[src/rtl/ysyx_23060251_arb_pkg.sv]
// Shared definitions for the two-master AXI read arbiter: bus widths, FSM
// state encoding, grant one-hot constants and AXI response codes.
`ifndef YSYX_23060251_AXI_ADDR_BUS
`define YSYX_23060251_AXI_ADDR_BUS 32
`endif
`ifndef YSYX_23060251_AXI_DATA_BUS
`define YSYX_23060251_AXI_DATA_BUS 32
`endif

package ysyx_23060251_arb_pkg;

  typedef enum logic [2:0] {
    ST_IDLE   = 3'b001,
    ST_AR_FWD = 3'b010,
    ST_R_FWD  = 3'b100
  } arb_state_e;

  localparam logic [1:0] GNT_NONE = 2'b00;
  localparam logic [1:0] GNT_M0   = 2'b01;
  localparam logic [1:0] GNT_M1   = 2'b10;

  localparam logic [1:0] RESP_OKAY   = 2'b00;
  localparam logic [1:0] RESP_SLVERR = 2'b10;
  localparam logic [1:0] RESP_DECERR = 2'b11;

endpackage

[src/rtl/ysyx_23060251_arb_pick.sv]
// Combinational winner selection between m0 (IFU) and m1 (LSU).
// On a tie the master not served last wins; last = 0 (m0) therefore favours m1.
module ysyx_23060251_arb_pick (
  input  logic [1:0] req,
  input  logic       last,
  output logic [1:0] gnt
);

  assign gnt[0] = req[0] & (~req[1] | last);
  assign gnt[1] = req[1] & (~req[0] | ~last);

endmodule

[src/rtl/ysyx_23060251_axi_rd_arbiter.sv]
// Two-master AXI read arbiter with a single outstanding read on the slave.
// Define YSYX_23060251_ARB_RR_EN for round-robin; otherwise m1 has fixed priority.
`ifndef YSYX_23060251_AXI_ADDR_BUS
`define YSYX_23060251_AXI_ADDR_BUS 32
`endif
`ifndef YSYX_23060251_AXI_DATA_BUS
`define YSYX_23060251_AXI_DATA_BUS 32
`endif

module ysyx_23060251_axi_rd_arbiter
  import ysyx_23060251_arb_pkg::*;
(
  input  logic                                  clk_i,
  input  logic                                  rst_i,

  input  logic                                  m0_ar_valid_i,
  input  logic [`YSYX_23060251_AXI_ADDR_BUS-1:0] m0_ar_addr_i,
  output logic                                  m0_ar_ready_o,
  output logic                                  m0_r_valid_o,
  output logic [`YSYX_23060251_AXI_DATA_BUS-1:0] m0_r_data_o,
  output logic [1:0]                            m0_r_resp_o,
  input  logic                                  m0_r_ready_i,

  input  logic                                  m1_ar_valid_i,
  input  logic [`YSYX_23060251_AXI_ADDR_BUS-1:0] m1_ar_addr_i,
  output logic                                  m1_ar_ready_o,
  output logic                                  m1_r_valid_o,
  output logic [`YSYX_23060251_AXI_DATA_BUS-1:0] m1_r_data_o,
  output logic [1:0]                            m1_r_resp_o,
  input  logic                                  m1_r_ready_i,

  output logic                                  s_ar_valid_o,
  output logic [`YSYX_23060251_AXI_ADDR_BUS-1:0] s_ar_addr_o,
  input  logic                                  s_ar_ready_i,
  input  logic                                  s_r_valid_i,
  input  logic [`YSYX_23060251_AXI_DATA_BUS-1:0] s_r_data_i,
  input  logic [1:0]                            s_r_resp_i,
  output logic                                  s_r_ready_o,

  output logic [1:0]                            grant_o
);

  arb_state_e state;
  logic [1:0] grant;
  logic [1:0] pick_gnt;
  logic       last;
  logic       ar_hs;
  logic       r_hs;

  ysyx_23060251_arb_pick u_pick (
    .req  ({m1_ar_valid_i, m0_ar_valid_i}),
    .last (last),
    .gnt  (pick_gnt)
  );

`ifdef YSYX_23060251_ARB_RR_EN
  // Remembers who completed the most recent read; reset means "last = m0".
  always_ff @(posedge clk_i or posedge rst_i) begin
    if (rst_i)     last <= 1'b0;
    else if (r_hs) last <= grant[1];
  end
`else
  assign last = 1'b0;
`endif

  // NOTE: sequential state uses non-blocking assignments so every register
  // samples the pre-edge values, independent of statement order.
  always_ff @(posedge clk_i or posedge rst_i) begin
    if (rst_i) begin
      state <= ST_IDLE;
      grant <= GNT_NONE;
    end else begin
      case (state)
        ST_IDLE: begin
          if (|pick_gnt) begin
            grant <= pick_gnt;
            state <= ST_AR_FWD;
          end
        end
        ST_AR_FWD: begin
          if (ar_hs) state <= ST_R_FWD;
        end
        ST_R_FWD: begin
          if (r_hs) begin
            state <= ST_IDLE;
            grant <= GNT_NONE;
          end
        end
        default: begin
          state <= ST_IDLE;
          grant <= GNT_NONE;
        end
      endcase
    end
  end

  // NOTE: every output gets a default first so the mux cannot infer a latch.
  always_comb begin
    s_ar_valid_o  = 1'b0;
    s_ar_addr_o   = '0;
    m0_ar_ready_o = 1'b0;
    m1_ar_ready_o = 1'b0;
    if (state == ST_AR_FWD) begin
      if (grant[0]) begin
        s_ar_valid_o  = m0_ar_valid_i;
        s_ar_addr_o   = m0_ar_addr_i;
        m0_ar_ready_o = s_ar_ready_i;
      end else if (grant[1]) begin
        s_ar_valid_o  = m1_ar_valid_i;
        s_ar_addr_o   = m1_ar_addr_i;
        m1_ar_ready_o = s_ar_ready_i;
      end
    end
  end

  // Slave read data is visible only to the owner, and only while in R_FWD.
  always_comb begin
    s_r_ready_o  = 1'b0;
    m0_r_valid_o = 1'b0;
    m0_r_data_o  = '0;
    m0_r_resp_o  = RESP_OKAY;
    m1_r_valid_o = 1'b0;
    m1_r_data_o  = '0;
    m1_r_resp_o  = RESP_OKAY;
    if (state == ST_R_FWD) begin
      if (grant[0]) begin
        s_r_ready_o  = m0_r_ready_i;
        m0_r_valid_o = s_r_valid_i;
        m0_r_data_o  = s_r_data_i;
        m0_r_resp_o  = s_r_resp_i;
      end else if (grant[1]) begin
        s_r_ready_o  = m1_r_ready_i;
        m1_r_valid_o = s_r_valid_i;
        m1_r_data_o  = s_r_data_i;
        m1_r_resp_o  = s_r_resp_i;
      end
    end
  end

  assign ar_hs   = s_ar_valid_o & s_ar_ready_i;
  assign r_hs    = s_r_valid_i & s_r_ready_o;
  assign grant_o = grant;

endmodule

[config.mk]
export PLATFORM = sky130hd
export DESIGN_NAME = ysyx_23060251_axi_rd_arbiter
export DESIGN_NICKNAME = d
export VERILOG_FILES = /design/src/rtl/ysyx_23060251_arb_pkg.sv /design/src/rtl/ysyx_23060251_arb_pick.sv /design/src/rtl/ysyx_23060251_axi_rd_arbiter.sv
export SDC_FILE = /design/constraint.sdc
export NUM_CORES = 1
export LEC_CHECK = 0
export ABC_AREA = 1
export BUFFER_PORTS_ARGS = -buffer_cell sky130_fd_sc_hd__buf_4
export CAP_MARGIN = 25
export CORE_AREA = 2 2 82 84
export DETAILED_ROUTE_END_ITERATION = 12
export DIE_AREA = 0 0 84 86
export HOLD_SLACK_MARGIN = 0.06
export PLACE_DENSITY = 0.66
export REMOVE_ABC_BUFFERS = 1
export SYNTH_ARGS = -nofsm -noshare
export SYNTH_HDL_FRONTEND = slang
export SYNTH_HIERARCHICAL = 1
export SYNTH_SLANG_ARGS = --single-unit
[constraint.sdc]
create_clock -name clk_i -period 1.15 [get_ports clk_i]
set_input_delay 0.23 -clock clk_i [delete_from_list [all_inputs] [get_ports clk_i]]
set_output_delay 0.23 -clock clk_i [all_outputs]
set_load 0.01 [all_outputs]
# Word-level counts from Yosys, hierarchy flattened
# Cells that the tools add are included.
# totals
reg_bits	5
input_bits	106
wordCells	52
out_inout_bits	108
# op_classes
mux	36
bitwise_logic	5
reduce_logical	3
n_eq_ne	6
# op_table
operator	n
$mux 32	8
$mux 1	16
$mux 2	7
$mux 3	3
$pmux 3 s3	1
$ne 2x2->1 const B	3
$pmux 2 s3	1
$reduce_and 3->1	2
$and 1x1->1	3
$eq 3x1->1 const B	1
$eq 3x2->1 const B	1
$eq 3x3->1 const B	1
$not 1->1	2
$reduce_or 2->1	1

# Longest topological paths before layout
# Gate-level depths: netlist of run 1.
# logic_depth
depth_word	6
mapped_depth	9
depth_no_buf	9

# Hierarchy
# The synthesis of run 1 kept the hierarchy.
# by_module_without_submodules
mod	seq_area_each_um2	n_inst	area_each_um2	cells_per_inst
ysyx_23060251_axi_rd_arbiter	126.4	1	1320.0	271
ysyx_23060251_arb_pick	0.0	1	27.5	4

# Least setup slack after synthesis of run 1
# OpenSTA, ideal clock, no wires.
# synth_path
path_type	register to output
start	reg grant[0] (netlist: grant_o[0])
end	out m1_r_data_o[21]
path_buffers	2
path_stages_with_launch	6
arrival_time_ns	1.198
slack_ns	-0.278
required_time_ns	0.920
cell_sequence	dfrtp_1 -> buf_4 -> inv_4 -> nand2_4 -> buf_2 -> nor3_1
# synth_via
elab_chain_len	2
# synth_rtl
item	line	text
start: declaration	ysyx_23060251_axi_rd_arbiter.sv:44	logic [1:0] grant;
start signal: assignment	ysyx_23060251_axi_rd_arbiter.sv:76	grant <= pick_gnt;
$mux 32	ysyx_23060251_axi_rd_arbiter.sv:126	if (grant[0]) begin
$mux 32	ysyx_23060251_axi_rd_arbiter.sv:125	if (state == ST_R_FWD) begin
end: declaration	ysyx_23060251_axi_rd_arbiter.sv:28	output logic [`YSYX_23060251_AXI_DATA_BUS-1:0] m1_r_data_o,
# Every way passes these cells.

# Final worst setup path of run 1
# layout_path
start	reg state[1]
end	out m1_r_resp_o[0]
# layout_via
elab_chain_len	2
# layout_rtl
item	line	text
start: declaration	ysyx_23060251_axi_rd_arbiter.sv:43	arb_state_e state;
start signal: assignment	ysyx_23060251_axi_rd_arbiter.sv:70	state <= ST_IDLE;
start signal: assignment	ysyx_23060251_axi_rd_arbiter.sv:77	state <= ST_AR_FWD;
start signal: assignment	ysyx_23060251_axi_rd_arbiter.sv:81	if (ar_hs) state <= ST_R_FWD;
$eq 3x3->1	ysyx_23060251_axi_rd_arbiter.sv:125	
$mux 2	ysyx_23060251_axi_rd_arbiter.sv:125	
end: declaration	ysyx_23060251_axi_rd_arbiter.sv:29	output logic [1:0] m1_r_resp_o,
# Every way passes these cells.

==> out/qor.csv, run 1 <==
metric;value;unit
status;finished with violations;
violations;setup timing;
grt-ovfl-total;0;
p_leak;1.89;nW
nFillCells;606;
dpl.hpwl;6310;µm
ys_seq_area_share;9.38;%
r2r_slack;-0.16;ns
maxCapViolCount;0;
min_path_type;primary input to register;
grt_first_pass_wirelength;12100;µm
ios;214;
ys_warn_count;6;
cts_sinks;5;
initial_core_util;21.5;%
grt_use_total;20.4;%
drtIter0Drc;39;
multiInputGateArea;0.00120;mm²
htreeDepth;1;
p_per_area;1170;mW/mm²
cts_tree;built;
wl_per_cell;13.9;µm
rsz0062_at_grt;yes;
first_pass_iters;4;
clk_latency;0.22;ns
grt_max_degree;37;
cts_inserted_buffers;3;
hold_viol;0;
seqCellArea;126;µm²
finalCriticalPeriod;1.71;ns
ant_nets;0;
antennaDiodeCount;0;
synth_area;0.00135;mm²
required;0.92;ns
drive_gt1_share;63.4;%
worstSetupPathType;register to primary output;
fp.dieH;86;µm
cts_buffer_depth;2;
ys_ff_latch;5;
drv_slew;0;
core_area;0.00628;mm²
synthToLayoutAreaGrowth;171;%
avgSynthCellArea;4.90;µm²
syn_inst;275;
setup_viol_count_final;112;
end_kind;primary output;
worst_setup_path_start_kind;register;
synth.distinct_cells;22;
max_freq;0.586;GHz
nNetsFinal;607;
viasPerCell;4.57;
skew;0.00406;ns
wl;7990;µm
setup_slack;-0.557;ns
drc;0;
path_clk_slew;0.04;ns
antenna_found_initial;0;
grt_pass1_vias;2623;
ir_drop;1150;µV
vias;2638;
cp.arrival;1.48;ns
die_area;0.00722;mm²
die_w;84;µm
root_buffer;clkbuf_8;
period_share;148;%
io_buffer_count;213;
critPathMaxFanout;36;
preCtsSetupSlack;-0.352;ns
num_rows;29;
routabilityCongestion;0.839;
worst_hold_slack;0.247;ns
## cells in the final DEF, fill, tap and decap left out, types with 2 or more instances in the layout
| cell type | instances |
|---|---|
| inv_4 | 2 |
| nor3_1 | 17 |
| buf_4 | 215 |
| buf_6 | 13 |
| inv_2 | 3 |
| buf_16 | 3 |
| inv_1 | 43 |
| nand2_1 | 81 |
| o21bai_1 | 2 |
| nand3_1 | 3 |
| nor3_4 | 3 |
| dfrtp_1 | 4 |
| nor2_1 | 28 |
| a21oi_4 | 4 |
| clkbuf_8 | 3 |
| a21oi_2 | 31 |
| nor3_2 | 19 |
| buf_12 | 5 |
| conb_1 | 2 |
| nor2_2 | 9 |
## path summary, 6_finish.rpt
| kind | start | to | cells after the start |
|---|---|---|---|
| setup / recovery | state[1]$_DFFE_PP0P_ | m1_r_resp_o[0] | 6 |
| hold / removal | s_ar_ready_i | state[2]$_DFFE_PP0P_ | 3 |
| setup reg to reg | state[0]$_DFFE_PP1P_ | state[1]$_DFFE_PP0P_ | 6 |
| hold reg to reg | grant_o[1]$_DFFE_PP0P_ | grant_o[1]$_DFFE_PP0P_ | 3 |
| max in group asynchronous | rst_i | state[0]$_DFFE_PP1P_ | 3 |
| min in group asynchronous | rst_i | state[2]$_DFFE_PP0P_ | 3 |
## routing by layer
metal | track usage, % | vias up | part of all wire (%)
met4 | 9.82 | 0 | 4.2
met2 | 39.4 | 160 | 54
met1 | 20.6 | 1157 | 32
met3 | 4.62 | 28 | 9.7
met5 | 0 | - | 0
li1 | - | 1293 | -
## kinds of logic (layout without fill, tap and decap cells)
family / count (synthesis) / count (layout) / share of synthesized area [%]
buf+inv: 68 / 292 / 22.7
other cells: 1 / 2 / 0.278
flops: 5 / 5 / 9.38
simple gates: 162 / 162 / 51.7
compound gates: 39 / 39 / 15.9
## where the power goes
part	switching [mW]	total [mW]	leakage, nW	internal [mW]
combinational	1.91	3.60	1.80	1.69
clock	0.0800	0.317	0.0228	0.237
sequential	0.0866	0.350	0.0632	0.263
total	2.07	4.26	1.89	2.19
## per-stage QoR
stage	utilization [%]	cell area, µm²	TNS, ns	power [mW]	instances
final	58.2	3650	-52.84	4.26	577
after global routing	58.2	3650	-60.32	4.53	577
after CTS	56.6	3550	-52.78	4.08	576
after detailed placement	49.6	3110	-24.36	2.83	565
after global placement	49.6	3110	-23.92	2.82	565
after floorplan	-	1230	-76.04	1.47	257
## state kept, by name, summed over array words and instances, names as in the netlist
name	count
state	3
grant_o	2
## layout make-up
type | instances | share of cell area, %
tap | 77 | 2.64
sequential | 5 | 3.46
inverter | 49 | 5.31
clock buffer | 4 | 1.23
timing repair buffer | 239 | 54.6
multi-input combinational | 203 | 32.8
## worst max-delay path: stages, from the launching register on
cell	delay (ns)
dfrtp_1	0.38
buf_4	0.14
nor3_4	0.16
inv_2	0.07
buf_12	0.17
nor3_1	0.16
buf_4	0.15
## cells in the mapped netlist
cell type / count / area [µm²]
nor3_2: 3 / 30.0
nor3_1: 35 / 175
inv_2: 3 / 11.3
nand2_4: 1 / 11.3
conb_1: 1 / 3.75
dfrtp_1: 4 / 100
nor3_4: 1 / 16.3
nand3_1: 3 / 15.0
a21oi_1: 34 / 170
inv_1: 45 / 169
dfstp_2: 1 / 26.3
a21oi_2: 2 / 17.5
inv_4: 1 / 6.26
a21boi_2: 1 / 11.3
nand2_2: 1 / 6.26
nand2_1: 81 / 304
buf_2: 9 / 45.0
nor2_1: 37 / 139
clkbuf_1: 3 / 11.3
buf_6: 3 / 33.8
o21bai_1: 2 / 15.0
buf_4: 4 / 30.0
## repair_timing
action / 4_1_cts / 5_1_grt
pin swaps: 2 / 0
gates cloned: 4 / 1
resized for setup: 72 / 21
setup buffers: 2 / 0
hold buffers: 1 / 0
setup endpoints to repair: 113 / 112
endpoints found under the hold margin: 4 / 0
Note: power is estimated with default switching activity, not from simulation.
==> inputs of run 2 (changes only) <==
PLACE_DENSITY = 0.73   (was 0.66)
RECOVER_POWER = 25   (was default)
==> out/qor.csv, run 2 (synthesis results as in run 1) <==
metric;value;unit;change
status;finished with violations;;unchanged
violations;setup timing;;unchanged
grt_first_pass_wirelength;11900;µm;was 12100 µm
antenna_found_initial;0;;unchanged
grt_use_met1;21.7;%;was 20.6%
cp_top_family;buffers and inverters;;unchanged
rsz0062_at_grt;yes;;unchanged
p_leak;2.02;nW;was 1.89 nW
use_met2;38.6;%;was 39.4%
worst_hold_startpoint;s_ar_ready_i;;unchanged
fin_cells;585;;was 577
path_buf_inv;3;;was 4
die_w;84;µm;unchanged
combPwrFrac;82.5;%;was 84.4%
initial_core_util;21.5;%;unchanged
swShare;49.9;%;was 48.6%
p_per_area;956;mW/mm²;was 1170 mW/mm²
synthToLayoutAreaGrowth;206;%;was 171%
htreeDepth;1;;unchanged
grt-ovfl-total;0;;unchanged
cts_tree;built;;unchanged
power_frac_seq;9.1;%;was 8.2%
switchingPower;1.97;mW;was 2.07 mW
cp.arrival;1.52;ns;was 1.48 ns
finalSetupTns;-57.93;ns;was -52.84 ns
grt_use_met3;4.91;%;was 4.62%
grt_use_total;20.0;%;was 20.4%
worstSetupPathType;register to primary output;;unchanged
setup_slack;-0.596;ns;was -0.557 ns
cts_sinks;5;;unchanged
ant_nets;0;;unchanged
preCtsSetupSlack;-0.283;ns;was -0.352 ns
postLayoutCellArea;0.00413;mm²;was 0.00365 mm²
nNetsFinal;615;;was 607
cts_inserted_buffers;3;;unchanged
required;0.92;ns;about the same
largest_reg_flops;3;;unchanged
busiest_layer;met2;;unchanged
clk_latency;0.23;ns;was 0.22 ns
core_area;0.00628;mm²;unchanged
drc;0;;unchanged
finalCriticalPeriod;1.75;ns;was 1.71 ns
viasPerCell;4.65;;was 4.57
grt_pass1_vias;2515;;was 2623
ios;214;;unchanged
die_area;0.00722;mm²;unchanged
path_cells;nor3_4, buf_6, nand2_8, clkbuf_16, nor2_4, buf_6;;was buf_4, nor3_4, inv_2, buf_12, nor3_1, buf_4
worst_hold_slack;0.241;ns;was 0.247 ns
drtIter0Drc;62;;was 39
layout_common_cells;buf_4 (185), nand2_1 (74), buf_6 (45);;was buf_4 (215), nand2_1 (81), inv_1 (43)
min_path_type;primary input to register;;unchanged
cp_slowest_cell;dfstp_2;;was dfrtp_1
utilization;65.7;%;was 58.2%
routabilityCongestion;0.882;;was 0.839
setup_viol_count_final;112;;unchanged
p_int;1.97;mW;was 2.19 mW
timing.rr.start;grant_o[0]$_DFFE_PP0P_;;was state[0]$_DFFE_PP1P_
top_register;state;;unchanged
wl;8970;µm;was 7990 µm
critPathMaxFanout;8;;was 36
path_clk_slew;0.03;ns;was 0.04 ns
power.total;3.94;mW;was 4.26 mW
antennaDiodeCount;0;;unchanged
crit_top_cell;buf_6;;was buf_4
cts_buffer_depth;2;;unchanged
hold_viol;0;;unchanged
period_share;152;%;was 148%
vias;2718;;was 2638
dp_cells;561;;was 565
drv_slew;0;;unchanged
layout_commonest_cell;buf_4;;unchanged
max_stage_delay;0.39;ns;was 0.38 ns
grt_max_degree;37;;unchanged
clkPwrFrac;8.4;%;was 7.4%
drive_gt1_share;68.1;%;was 63.4%
wl_per_cell;15.3;µm;was 13.9 µm
dpl.hpwl;5940;µm;was 6310 µm
first_pass_iters;4;;unchanged
worst_setup_path_start_kind;register;;unchanged
io_buffer_count;213;;unchanged
ir_drop;1050;µV;was 1150 µV
max_freq;0.573;GHz;was 0.586 GHz
skew;0.00403;ns;was 0.00406 ns
maxCapViolCount;0;;unchanged
num_rows;29;;unchanged
place_area;0.00311;mm²;about the same
startpoint;state[0]$_DFFE_PP1P_;;was state[1]$_DFFE_PP0P_
end_kind;primary output;;unchanged
root_buffer;clkbuf_8;;unchanged
fp.dieH;86;µm;unchanged
==> run 2: changes by cell type in the layout (fill, tap and decap cells not counted), sizes merged <==
| cell | previous run | this run |
|---|---|---|
| buf | 237 | 240 |
| clkbuf | 5 | 10 |
==> run 2: final timing paths <==
path	to	slack, ns	depth (start not counted)
setup / recovery	m0_r_data_o[26]	-0.60	6
hold / removal	state[2]$_DFFE_PP0P_	0.24	3
setup reg to reg	state[1]$_DFFE_PP0P_	-0.14	7
hold reg to reg	state[1]$_DFFE_PP0P_	0.69	3
max in group asynchronous	state[0]$_DFFE_PP1P_	0.43	3
min in group asynchronous	state[1]$_DFFE_PP0P_	0.48	3
==> run 2: area by class of cell <==
class / count / area [µm²]
multi-input cells: 203 / 1420
inverters: 49 / 186
fillers: 473 / 2150
clock buffers: 4 / 45.0
well taps: 77 / 96.3
flip-flops and latches: 5 / 126
repair buffers: 247 / 2250
==> run 2: worst register-to-register path, stage by stage (launching register included) <==
cell and delay [ns]:
dfrtp_1 0.41, buf_6 0.15, buf_12 0.12, buf_4 0.13
nand2_2 0.09, nand2_1 0.07, a21oi_1 0.12, o21bai_1 0.12
==> run 2: timing repair <==
| item | in CTS | in global routing |
|---|---|---|
| endpoints found under the setup margin | 113 | 113 |
| pin swaps | 7 | 4 |
| buffers inserted | 9 | 4 |
| resized for setup | 62 | 113 |
| gates cloned | 3 | 6 |
| hold buffers | 1 | 0 |
| hold endpoints to repair | 4 | 0 |
==> run 2: power groups by stage <==
| stage | clock network (mW) | registers [mW] | logic [mW] |
|---|---|---|---|
| 5_1_grt | 0.351 | 0.366 | 3.50 |
| 3_5_place_dp | 0 | 0.341 | 2.46 |
| 3_3_place_gp | 0 | 0.337 | 2.44 |
| 4_1_cts | 0.332 | 0.354 | 3.08 |
| 6_report | 0.332 | 0.357 | 3.25 |
| 2_1_floorplan | 0 | 0.458 | 1.01 |
==> run 2: per-layer routing <==
layer / vias to the layer above / part of all wire, % / wire, µm
li1: 1313 / - / -
met1: 1238 / 36 / 3280
met2: 152 / 54 / 4810
met3: 15 / 7.9 / 705
met4: 0 / 2.0 / 177
met5: - / 0 / 0
==> inputs of run 3 (changes only) <==
BUFFER_PORTS_ARGS = -buffer_cell sky130_fd_sc_hd__buf_2   (was -buffer_cell sky130_fd_sc_hd__buf_4)
==> out/qor.csv, run 3 (synthesis results as in run 1) <==
metric;value;unit;change
status;finished with violations;;unchanged
violations;setup timing;;unchanged
p_per_area;1150;mW/mm²;was 956 mW/mm²
synthToLayoutAreaGrowth;110;%;was 206%
grt_pass1_vias;2230;;was 2515
cts_sinks;5;;unchanged
ant_nets;0;;unchanged
dpl.hpwl;5650;µm;was 5940 µm
nNetsFinal;597;;was 615
worstSetupPathType;register to primary output;;unchanged
routabilityCongestion;0.909;;was 0.882
die_area;0.00722;mm²;unchanged
postLayoutCellArea;0.00284;mm²;was 0.00413 mm²
die_w;84;µm;unchanged
largest_reg_flops;3;;unchanged
wl;6990;µm;was 8970 µm
finalCriticalPeriod;1.65;ns;was 1.75 ns
drtIter0Drc;64;;was 62
wl_per_cell;12.3;µm;was 15.3 µm
path_cells;inv_2, nor3_4, inv_2, buf_12, nor3_1, buf_2;;was nor3_4, buf_6, nand2_8, clkbuf_16, nor2_4, buf_6
max_stage_delay;0.36;ns;was 0.39 ns
min_path_type;primary input to register;;unchanged
rsz0062_at_grt;yes;;unchanged
grt_use_total;17.3;%;was 20.0%
vias;2493;;was 2718
setup_slack;-0.504;ns;was -0.596 ns
layout_common_cells;buf_2 (211), nand2_1 (79), inv_1 (43);;was buf_4 (185), nand2_1 (74), buf_6 (45)
cts_buffer_depth;2;;unchanged
cp_slowest_cell;dfrtp_1;;was dfstp_2
finalSetupTns;-46.69;ns;was -57.93 ns
grt_max_degree;37;;unchanged
io_buffer_count;213;;unchanged
utilization;45.2;%;was 65.7%
place_area;0.00255;mm²;was 0.00311 mm²
drc;0;;unchanged
initial_core_util;21.5;%;unchanged
grt_first_pass_wirelength;10400;µm;was 11900 µm
ios;214;;unchanged
viasPerCell;4.40;;was 4.65
max_freq;0.604;GHz;was 0.573 GHz
dp_cells;560;;was 561
skew;0.000102;ns;was 0.00403 ns
path_clk_slew;0.04;ns;was 0.03 ns
critPathMaxFanout;36;;was 8
num_rows;29;;unchanged
worst_hold_slack;0.251;ns;was 0.241 ns
cts_tree;built;;unchanged
drv_slew;0;;unchanged
cp.arrival;1.42;ns;was 1.52 ns
grt-ovfl-total;0;;unchanged
fp.dieH;86;µm;unchanged
p_leak;1.74;nW;was 2.02 nW
layout_commonest_cell;buf_2;;was buf_4
setup_viol_count_final;112;;unchanged
maxCapViolCount;0;;unchanged
required;0.92;ns;about the same
root_buffer;clkbuf_8;;unchanged
top_register;state;;unchanged
hold_viol;0;;unchanged
antenna_found_initial;0;;unchanged
end_kind;primary output;;unchanged
clk_latency;0.22;ns;was 0.23 ns
antennaDiodeCount;0;;unchanged
period_share;144;%;was 152%
fin_cells;567;;was 585
htreeDepth;1;;unchanged
worst_setup_path_start_kind;register;;unchanged
cts_inserted_buffers;3;;unchanged
core_area;0.00628;mm²;unchanged
crit_top_cell;inv_2;;was buf_6
first_pass_iters;4;;unchanged
ir_drop;870;µV;was 1050 µV
drive_gt1_share;56.5;%;was 68.1%
-- run 3: timing repair --
| action | 4_1_cts | 5_1_grt |
|---|---|---|
| pin swaps | 0 | 1 |
| gates cloned | 1 | 1 |
| gates resized for setup | 19 | 28 |
| endpoints found under the setup margin | 113 | 113 |
| buffers inserted | 0 | 1 |
| hold endpoints to repair | 4 | 0 |
| hold buffers | 1 | 0 |
-- run 3: final timing paths --
path                       cells past startpoint                   start  slack [ns]                      to
max in group asynchronous                      3                   rst_i        0.43    state[0]$_DFFE_PP1P_
max reg2reg                                    9  grant_o[0]$_DFFE_PP0P_       -0.07  grant_o[1]$_DFFE_PP0P_
min in group asynchronous                      3                   rst_i        0.48    state[2]$_DFFE_PP0P_
min                                            3            s_ar_ready_i        0.25    state[2]$_DFFE_PP0P_
max                                            6    state[2]$_DFFE_PP0P_       -0.50         m1_r_data_o[18]
min reg2reg                                    2    state[0]$_DFFE_PP1P_        0.68    state[1]$_DFFE_PP0P_
-- run 3: layer usage --
| metal | part of all wire, % | vias up | GRT usage (%) |
|---|---|---|---|
| met2 | 53 | 138 | 32.7 |
| met5 | 0 | - | 0 |
| met1 | 39 | 1083 | 21.1 |
| met4 | 0.80 | 0 | 3.23 |
| met3 | 7.6 | 4 | 2.12 |
| li1 | - | 1268 | - |
-- run 3: critical path: cells and delay by family (launching register included) --
| kind | cells | cell delay [ns] |
|---|---|---|
| flip-flops | 1 | 0.36 |
| AND/OR/NAND/NOR | 2 | 0.36 |
| buffers and inverters | 4 | 0.47 |
-- run 3: power breakdown --
part	switching, mW	internal [mW]	leakage (nW)
logic	1.54	1.05	1.65
registers	0.0837	0.263	0.0632
clock network	0.0888	0.238	0.0228
-- run 3: layout make-up --
class / instances / area, µm²
sequential: 5 / 126
timing repair buffer: 229 / 1310
fill: 653 / 3440
multi-input combinational: 203 / 1070
tap: 77 / 96.3
inverter: 49 / 191
clock buffer: 4 / 45.0
-- run 3: metrics by stage --
step / setup WS, ns / power, mW
floorplan: -0.825 / 1.47
global route: -0.573 / 3.52
finish: -0.504 / 3.27
global placement: -0.229 / 2.50
CTS: -0.476 / 3.06
detailed placement: -0.259 / 2.54
